===== config.mk =====
export PLATFORM = sky130hd
export DESIGN_NAME = nps_outmem_flat
export DESIGN_NICKNAME = d
export VERILOG_FILES = /design/src/rtl/nps_outmem_if.sv /design/src/rtl/nps_outmem.sv /design/src/flat_wrapper.sv
export SDC_FILE = /design/constraint.sdc
export NUM_CORES = 1
export LEC_CHECK = 0
export CAP_MARGIN = 20
export CORE_MARGIN = 8
export CORE_UTILIZATION = 40
export CTS_CLUSTER_SIZE = 24
export DETAILED_ROUTE_END_ITERATION = 10
export DONT_BUFFER_PORTS = 1
export GPL_TIMING_DRIVEN = 0
export SETUP_SLACK_MARGIN = 0.02
export SYNTH_ARGS = -nofsm -noshare
export SYNTH_HDL_FRONTEND = slang
export SYNTH_SLANG_ARGS = --single-unit

===== constraint.sdc =====
create_clock -name clk -period 3.2 [get_ports clk]
set_input_delay 0.48 -clock clk [delete_from_list [all_inputs] [get_ports clk]]
set_output_delay 0.48 -clock clk [all_outputs]
set_load 0.01 [all_outputs]

===== src/rtl/nps_outmem_if.sv =====
// ---------------------------------------------------------------------------
// nps_outmem_if : stream-capture and CPU read-port bundle for nps_outmem.
// master = stream source / CPU side, slave = the capture memory itself.
// ---------------------------------------------------------------------------
interface nps_outmem_if #(
    parameter int DATA_WIDTH = 16,
    parameter int ADR_WIDTH  = 5
);
    // Stream side
    logic                  set;
    logic                  vi;
    logic                  fi;
    logic [DATA_WIDTH-1:0] datai;
    logic                  busy;
    logic                  done;
    logic                  ovf;
    logic [ADR_WIDTH:0]    wcnt;
    // CPU side
    logic [ADR_WIDTH-1:0]  cpu_adr;
    logic                  cpu_rd;
    logic [DATA_WIDTH-1:0] cpu_rdata;
    logic [DATA_WIDTH-1:0] chksum;

    modport master (
        output set, vi, fi, datai, cpu_adr, cpu_rd,
        input  busy, done, ovf, wcnt, cpu_rdata, chksum
    );

    modport slave (
        input  set, vi, fi, datai, cpu_adr, cpu_rd,
        output busy, done, ovf, wcnt, cpu_rdata, chksum
    );
endinterface


===== src/rtl/nps_outmem.sv =====
// ---------------------------------------------------------------------------
// nps_outmem : stream-capture output memory at the tail of an NPS pipeline.
// Armed by set, stores each valid word at an incrementing address, closes the
// frame on the frame-end flag, and exposes the words through a registered
// CPU read port.
// Optional build macro NPS_OUTMEM_CHKSUM_EN adds a wrap-around frame checksum;
// without it chksum is tied to zero and no adder is built.
// ---------------------------------------------------------------------------
module nps_outmem #(
    parameter int DATA_WIDTH = 16,
    parameter int DATA_NUM   = 30,
    parameter int ADR_WIDTH  = 5
) (
    input  logic         clk,
    input  logic         reset_x,
    nps_outmem_if.slave  bus
);

    typedef enum logic [1:0] {
        ST_IDLE,
        ST_ARMED,
        ST_CAPTURE,
        ST_DONE
    } state_t;

    // Frame capacity expressed at counter width, so compares stay width-exact.
    localparam logic [ADR_WIDTH:0] LP_FULL = (ADR_WIDTH + 1)'(DATA_NUM);

    state_t                r_state;
    state_t                w_state_nxt;
    logic [ADR_WIDTH:0]    r_wcnt;
    logic                  r_ovf;
    logic [DATA_WIDTH-1:0] r_rdata;
    logic [DATA_WIDTH-1:0] r_mem [DATA_NUM];

    logic                  w_active;
    logic                  w_accept;
    logic                  w_full;
    logic                  w_wr;
    logic                  w_drop;
    logic                  w_adr_ok;

    // A valid word counts only while armed or capturing; set wins over it.
    assign w_active = (r_state == ST_ARMED) || (r_state == ST_CAPTURE);
    assign w_accept = w_active && bus.vi && !bus.set;
    assign w_full   = (r_wcnt >= LP_FULL);
    assign w_wr     = w_accept && !w_full;
    assign w_drop   = w_accept && w_full;
    assign w_adr_ok = ({1'b0, bus.cpu_adr} < LP_FULL);

    // State register.
    // NOTE: clocked state uses non-blocking (<=) so every register samples
    // pre-edge values; blocking here would create order-dependent races.
    always_ff @(posedge clk or posedge reset_x) begin
        if (reset_x) begin
            r_state <= ST_IDLE;
        end else begin
            r_state <= w_state_nxt;
        end
    end

    // Next-state logic: set re-arms from anywhere; fi only counts with vi.
    // NOTE: the default assignment first guarantees every path drives
    // w_state_nxt, so no latch is inferred.
    always_comb begin
        w_state_nxt = r_state;
        if (bus.set) begin
            w_state_nxt = ST_ARMED;
        end else begin
            unique case (r_state)
                ST_IDLE:    w_state_nxt = ST_IDLE;
                ST_ARMED: begin
                    if (bus.vi) begin
                        w_state_nxt = bus.fi ? ST_DONE : ST_CAPTURE;
                    end
                end
                ST_CAPTURE: begin
                    if (bus.vi && bus.fi) begin
                        w_state_nxt = ST_DONE;
                    end
                end
                ST_DONE:    w_state_nxt = ST_IDLE;
                default:    w_state_nxt = ST_IDLE;
            endcase
        end
    end

    // Word counter and sticky overflow flag; both cleared by set.
    always_ff @(posedge clk or posedge reset_x) begin
        if (reset_x) begin
            r_wcnt <= '0;
            r_ovf  <= 1'b0;
        end else if (bus.set) begin
            r_wcnt <= '0;
            r_ovf  <= 1'b0;
        end else begin
            if (w_wr) begin
                r_wcnt <= r_wcnt + 1'b1;
            end
            if (w_drop) begin
                r_ovf <= 1'b1;
            end
        end
    end

    // Capture write at the current count, on the same edge as the increment.
    // NOTE: the storage array has no reset so it maps onto plain RAM; its
    // contents are only meaningful once a frame has written them.
    always_ff @(posedge clk) begin
        if (w_wr) begin
            r_mem[r_wcnt[ADR_WIDTH-1:0]] <= bus.datai;
        end
    end

    // Registered CPU read; out-of-range addresses return zero, data holds
    // between strobes, and a same-edge write is seen only on the next read.
    always_ff @(posedge clk or posedge reset_x) begin
        if (reset_x) begin
            r_rdata <= '0;
        end else if (bus.cpu_rd) begin
            r_rdata <= w_adr_ok ? r_mem[bus.cpu_adr] : '0;
        end
    end

`ifdef NPS_OUTMEM_CHKSUM_EN
    logic [DATA_WIDTH-1:0] r_chksum;

    // Wrap-around sum of stored words only; dropped words never reach it.
    always_ff @(posedge clk or posedge reset_x) begin
        if (reset_x) begin
            r_chksum <= '0;
        end else if (bus.set) begin
            r_chksum <= '0;
        end else if (w_wr) begin
            r_chksum <= r_chksum + bus.datai;
        end
    end

    assign bus.chksum = r_chksum;
`else
    assign bus.chksum = '0;
`endif

    assign bus.busy      = w_active;
    assign bus.done      = (r_state == ST_DONE);
    assign bus.ovf       = r_ovf;
    assign bus.wcnt      = r_wcnt;
    assign bus.cpu_rdata = r_rdata;

endmodule


===== src/flat_wrapper.sv =====
// flat-port wrapper written by rule: the top's interface ports become plain ports
module nps_outmem_flat 
#(
    parameter int DATA_WIDTH = 16,
    parameter int DATA_NUM   = 30,
    parameter int ADR_WIDTH  = 5
)
  (clk, reset_x, bus_set, bus_vi, bus_fi, bus_datai, bus_cpu_adr, bus_cpu_rd, bus_busy, bus_done, bus_ovf, bus_wcnt, bus_cpu_rdata, bus_chksum);
  nps_outmem_if #(.DATA_WIDTH(DATA_WIDTH), .ADR_WIDTH(ADR_WIDTH)) bus_i ();
  input  logic clk;
  input  logic reset_x;
  input wire logic [$bits(bus_i.set)-1:0] bus_set;
  input wire logic [$bits(bus_i.vi)-1:0] bus_vi;
  input wire logic [$bits(bus_i.fi)-1:0] bus_fi;
  input wire logic [$bits(bus_i.datai)-1:0] bus_datai;
  input wire logic [$bits(bus_i.cpu_adr)-1:0] bus_cpu_adr;
  input wire logic [$bits(bus_i.cpu_rd)-1:0] bus_cpu_rd;
  output wire logic [$bits(bus_i.busy)-1:0] bus_busy;
  output wire logic [$bits(bus_i.done)-1:0] bus_done;
  output wire logic [$bits(bus_i.ovf)-1:0] bus_ovf;
  output wire logic [$bits(bus_i.wcnt)-1:0] bus_wcnt;
  output wire logic [$bits(bus_i.cpu_rdata)-1:0] bus_cpu_rdata;
  output wire logic [$bits(bus_i.chksum)-1:0] bus_chksum;
  assign bus_i.set = bus_set;
  assign bus_i.vi = bus_vi;
  assign bus_i.fi = bus_fi;
  assign bus_i.datai = bus_datai;
  assign bus_i.cpu_adr = bus_cpu_adr;
  assign bus_i.cpu_rd = bus_cpu_rd;
  assign bus_busy = bus_i.busy;
  assign bus_done = bus_i.done;
  assign bus_ovf = bus_i.ovf;
  assign bus_wcnt = bus_i.wcnt;
  assign bus_cpu_rdata = bus_i.cpu_rdata;
  assign bus_chksum = bus_i.chksum;
  nps_outmem #(.DATA_WIDTH(DATA_WIDTH), .DATA_NUM(DATA_NUM), .ADR_WIDTH(ADR_WIDTH)) u_core (.clk(clk), .reset_x(reset_x), .bus(bus_i));
endmodule

==> report_table.html <==
<table>
<tr><th>Metric</th><th>Value</th></tr>
<tr><th colspan="2">Synth</th></tr>
<tr><td>Count of distinct cell types in the synthesized netlist</td><td>47</td></tr>
<tr><td>Netlist area before placement</td><td>0.0202 mm^2</td></tr>
<tr><td>Number of warnings issued by yosys</td><td>0</td></tr>
<tr><td>Most common cell in the synthesized netlist</td><td>sky130_fd_sc_hd__edfxtp_1</td></tr>
<tr><td>Top post-synthesis cells by count</td><td>sky130_fd_sc_hd__edfxtp_1, sky130_fd_sc_hd__mux2i_1, sky130_fd_sc_hd__o22ai_1</td></tr>
<tr><td>Cell type contributing the most total cell area after synthesis</td><td>sky130_fd_sc_hd__edfxtp_1</td></tr>
<tr><td>Sequential share of the synthesized area</td><td>74.4%</td></tr>
<tr><td>Area share of the largest cell type after synthesis</td><td>71.3%</td></tr>
<tr><td>Cell count after synthesis</td><td>1210</td></tr>
<tr><td>Top flip-flop cell by instance count after synthesis</td><td>sky130_fd_sc_hd__edfxtp_1</td></tr>
<tr><td>Number of enable-type register cells in the synthesized netlist</td><td>480</td></tr>
<tr><td>Flop and latch count out of synthesis</td><td>505</td></tr>
<tr><td>Share of synthesized registers carrying an async set or reset</td><td>4.95%</td></tr>
<tr><td>Cell types occupying the most area after synthesis</td><td>sky130_fd_sc_hd__edfxtp_1, sky130_fd_sc_hd__mux2i_1, sky130_fd_sc_hd__dfrtp_1</td></tr>
<tr><td>Mean instance size in the synthesized netlist</td><td>16.7 um^2</td></tr>
<tr><th colspan="2">Route</th></tr>
<tr><td>Routed vias/inst</td><td>5.42</td></tr>
<tr><td>Vias</td><td>11000</td></tr>
<tr><td>First-iteration detailed-routing DRC count</td><td>941</td></tr>
<tr><td>Length of the first detailed-routing pass in iterations</td><td>4</td></tr>
<tr><td>Antenna-violating nets left</td><td>0</td></tr>
<tr><td>DRC violation count after routing</td><td>0</td></tr>
<tr><td>Total detailed-routing wirelength</td><td>53.0 mm</td></tr>
<tr><td>Per-cell routed wire length</td><td>26.1 um</td></tr>
<tr><th colspan="2">Worst setup path</th></tr>
<tr><td>Worst Setup Path Type</td><td>flop to flop</td></tr>
<tr><td>Element type at the critical path end</td><td>flop</td></tr>
<tr><td>Worst R2R Setup Slack</td><td>0.25 ns</td></tr>
<tr><td>Path depth of the worst reg2reg path</td><td>8</td></tr>
<tr><td>WP data required</td><td>3.49 ns</td></tr>
<tr><td>CP startpoint kind</td><td>flop</td></tr>
<tr><td>Crit path DAT</td><td>3.24 ns</td></tr>
<tr><td>Critical path peak fanout</td><td>11</td></tr>
<tr><td>Reg-to-reg critical path startpoint</td><td>u_core.bus.wcnt[0]</td></tr>
<tr><td>Capturing point of the worst reg2reg path</td><td>u_core.r_mem[29][6]</td></tr>
<tr><th colspan="2">Floorplan</th></tr>
<tr><td>Top-Level Pins</td><td>68</td></tr>
<tr><td>Site Rows</td><td>82</td></tr>
<tr><td>Core Footprint</td><td>0.0501 mm^2</td></tr>
<tr><td>Chip Width</td><td>241 um</td></tr>
<tr><td>Die height</td><td>241 um</td></tr>
<tr><td>Die area</td><td>0.0580 mm^2</td></tr>
<tr><td>Starting utilization of the core area</td><td>40.4%</td></tr>
<tr><th colspan="2">Flow run</th></tr>
<tr><td>Number of max-cap violations</td><td>0</td></tr>
<tr><th colspan="2">Timing</th></tr>
<tr><td>Time the worst path needs with I/O delays and setup</td><td>2.95 ns</td></tr>
<tr><td>Count of endpoints failing setup in the final report</td><td>0</td></tr>
<tr><td>Unrepaired setup endpoints after global routing</td><td>false</td></tr>
<tr><td>Slew at the pin closest to its max-slew limit</td><td>1.10 ns</td></tr>
<tr><td>Clock Skew</td><td>0.0225 ns</td></tr>
<tr><td>Count of pins over their slew limit</td><td>0</td></tr>
<tr><td>Worst hold slack across all endpoints</td><td>0.100 ns</td></tr>
<tr><td>Worst slew margin relative to its limit</td><td>26.7%</td></tr>
<tr><td>Fraction of the cycle the final worst path needs</td><td>92.2%</td></tr>
<tr><td>Fmax</td><td>339 MHz</td></tr>
<tr><td>Final count of hold timing violations</td><td>0</td></tr>
<tr><th colspan="2">Finish</th></tr>
<tr><td>Share of cells above drive strength 1</td><td>16.6%</td></tr>
<tr><td>Final Util</td><td>47.0%</td></tr>
<tr><td>Number of nets at the end of the flow</td><td>1355</td></tr>
<tr><td>Layout area overhead</td><td>16.5%</td></tr>
<tr><td>Filler cells</td><td>4341</td></tr>
<tr><td>Antenna cells</td><td>0</td></tr>
<tr><td>Cell Count, Final, Fillers Out</td><td>2034</td></tr>
<tr><th colspan="2">GRT</th></tr>
<tr><td>Via count of the first global-routing pass</td><td>11000</td></tr>
<tr><td>Antenna violations before repair</td><td>4</td></tr>
<tr><td>Pin count of the biggest net entering global routing</td><td>31</td></tr>
<tr><td>All-layer global routing usage</td><td>18.2%</td></tr>
<tr><td>Total global routing overflow</td><td>0</td></tr>
<tr><td>Wire length of the first global-routing pass</td><td>76.3 mm</td></tr>
<tr><th colspan="2">Clock network</th></tr>
<tr><td>Clock tree from TritonCTS</td><td>done</td></tr>
<tr><td>Max Root-Sink Buffers</td><td>3</td></tr>
<tr><td>Clock Sinks</td><td>505</td></tr>
<tr><td>Clock insertion delay at the later pin of the skew report</td><td>0.60 ns</td></tr>
<tr><td>TritonCTS Buffers</td><td>50</td></tr>
<tr><td>Clock tree root driver cell</td><td>sky130_fd_sc_hd__clkbuf_16</td></tr>
<tr><td>CTS clk-pin slew, worst paths</td><td>0.06 ns</td></tr>
<tr><td>H-tree level count</td><td>2</td></tr>
<tr><th colspan="2">Placed design</th></tr>
<tr><td>Last weighted congestion value of the routability-driven placer</td><td>0.872</td></tr>
<tr><td>Half-perimeter wire length after detailed placement</td><td>34.8 mm</td></tr>
<tr><td>Port Buffers</td><td>0</td></tr>
<tr><td>Placed Instances</td><td>1921</td></tr>
<tr><th colspan="2">Pwr</th></tr>
<tr><td>Leakage</td><td>8.23 nW</td></tr>
<tr><td>VDD IR-drop max</td><td>0.318 mV</td></tr>
<tr><td>Total power divided by cell area</td><td>597 mW/mm^2</td></tr>
<tr><td>Overall Power</td><td>14.1 mW</td></tr>
<tr><th colspan="2">Status</th></tr>
<tr><td>Outcome</td><td>completed</td></tr>
<tr><th colspan="2">Worst hold path</th></tr>
<tr><td>Endpoint with the worst hold slack</td><td>u_core.r_state[0]</td></tr>
<tr><td>Cells on Worst Hold Path</td><td>2</td></tr>
<tr><td>Min-delay src</td><td>bus_vi</td></tr>
<tr><td>Path category of the worst min-delay check</td><td>input port to flop</td></tr>
</table>
## power breakdown
| group | switching, mW | internal, mW |
|---|---|---|
| sequential | 0.109 | 7.31 |
| combinational | 0.618 | 0.328 |
| clock | 2.44 | 3.26 |
## critical path, stage by stage (launching register included)
cell	delay (ns)
sky130_fd_sc_hd__dfrtp_1	0.53
sky130_fd_sc_hd__inv_1	0.11
sky130_fd_sc_hd__ha_1	0.23
sky130_fd_sc_hd__o2111ai_1	0.24
sky130_fd_sc_hd__nor4b_4	0.23
sky130_fd_sc_hd__buf_4	0.19
sky130_fd_sc_hd__nand2_1	0.38
sky130_fd_sc_hd__nor2_2	0.44
sky130_fd_sc_hd__buf_4	0.28
## layout make-up
| cell class | count | area, um^2 | area share [%] |
|---|---|---|---|
| Multi-Input combinational cell | 616 | 4730 | 20.1 |
| Sequential cell | 505 | 15000 | 63.9 |
| Inverter | 20 | 75.1 | 0.319 |
| Buffer | 84 | 561 | 2.38 |
| Clock inverter | 19 | 120 | 0.510 |
| Tap cell | 672 | 841 | 3.57 |
| Clock buffer | 74 | 1470 | 6.25 |
| Timing Repair Buffer | 44 | 711 | 3.02 |
## kinds of logic after synthesis
logic type | count (synthesis) | synth area share (%)
simple gates | 186 | 5.02
fa+ha+maj | 7 | 0.433
mux | 222 | 11.3
xor+xnor | 4 | 0.173
buf+inv | 104 | 3.14
other cells | 1 | 0.0185
flops | 505 | 74.4
compound gates | 181 | 5.56
## worst max path at each step
| stage | from | to | slack (ns) |
|---|---|---|---|
| after floorplan | u_core.bus.wcnt[0] | u_core.r_mem[21][0] | 0.44 |
| after global placement | u_core.bus.wcnt[0] | u_core.r_mem[9][3] | -0.77 |
| after detailed placement | u_core.bus.wcnt[0] | u_core.r_mem[12][0] | -0.13 |
| after CTS | u_core.bus.wcnt[0] | u_core.r_mem[12][13] | -0.16 |
| after global routing | u_core.bus.wcnt[0] | u_core.r_mem[29][12] | 0.08 |
| final | u_core.bus.wcnt[0] | u_core.r_mem[29][6] | 0.25 |
## metal layers
metal | GRT usage [%] | up-vias | share of wire, %
met5 | 0 | - | 0
met4 | 6.40 | 0 | 3.1
met3 | 3.15 | 84 | 6.5
met2 | 29.8 | 385 | 47
met1 | 24.4 | 5618 | 43
li1 | - | 4945 | -
## sequential cells by signal, indices dropped and copies added, names as in the netlist
register,count
u_core.bus.cpu_rdata,16
u_core.bus.wcnt,6
u_core.r_mem,480
u_core.r_state,2
u_core.bus.ovf,1
## cell usage in the layout, fill, tap and decap left out, types with 11 or more instances in the layout
cell type                   count
sky130_fd_sc_hd__o22ai_1       59
sky130_fd_sc_hd__nand4_1       17
sky130_fd_sc_hd__mux2i_1      214
sky130_fd_sc_hd__buf_6         13
sky130_fd_sc_hd__clkbuf_1      31
sky130_fd_sc_hd__a211oi_1      16
sky130_fd_sc_hd__o21ai_0       32
sky130_fd_sc_hd__conb_1        16
sky130_fd_sc_hd__nor2_1        14
sky130_fd_sc_hd__edfxtp_1     480
sky130_fd_sc_hd__nand2_1       36
sky130_fd_sc_hd__dfrtp_1       25
sky130_fd_sc_hd__nor2_4        11
sky130_fd_sc_hd__clkbuf_16     51
sky130_fd_sc_hd__clkbuf_8      11
sky130_fd_sc_hd__a22oi_1       28
sky130_fd_sc_hd__nand3_1       28
sky130_fd_sc_hd__a21oi_1       35
sky130_fd_sc_hd__buf_2         19
sky130_fd_sc_hd__buf_4         37
sky130_fd_sc_hd__inv_1         20
sky130_fd_sc_hd__or4_1         15
sky130_fd_sc_hd__buf_12        14
sky130_fd_sc_hd__nor2b_1       19
sky130_fd_sc_hd__nor2_2        20
sky130_fd_sc_hd__buf_8         21
## timing repair
item                                    in CTS  in global routing
endpoints found under the hold margin      489                  0
hold buffers                                17                  0
resized for setup                            7                  7
buffers inserted                             0                  2
pin swaps                                    0                  0
endpoints found under the setup margin     144                325
## through the flow
step / cell area, um^2 / setup TNS, ns / worst slack (ns)
floorplan: 20300 / 0 / 0.442
global placement: 21100 / -249.52 / -0.772
detailed placement: 21500 / -9.56 / -0.134
CTS: 23500 / -6.48 / -0.157
global route: 23600 / 0 / 0.0796
finish: 23600 / 0 / 0.249
Note: power is estimated with default switching activity, not from simulation.
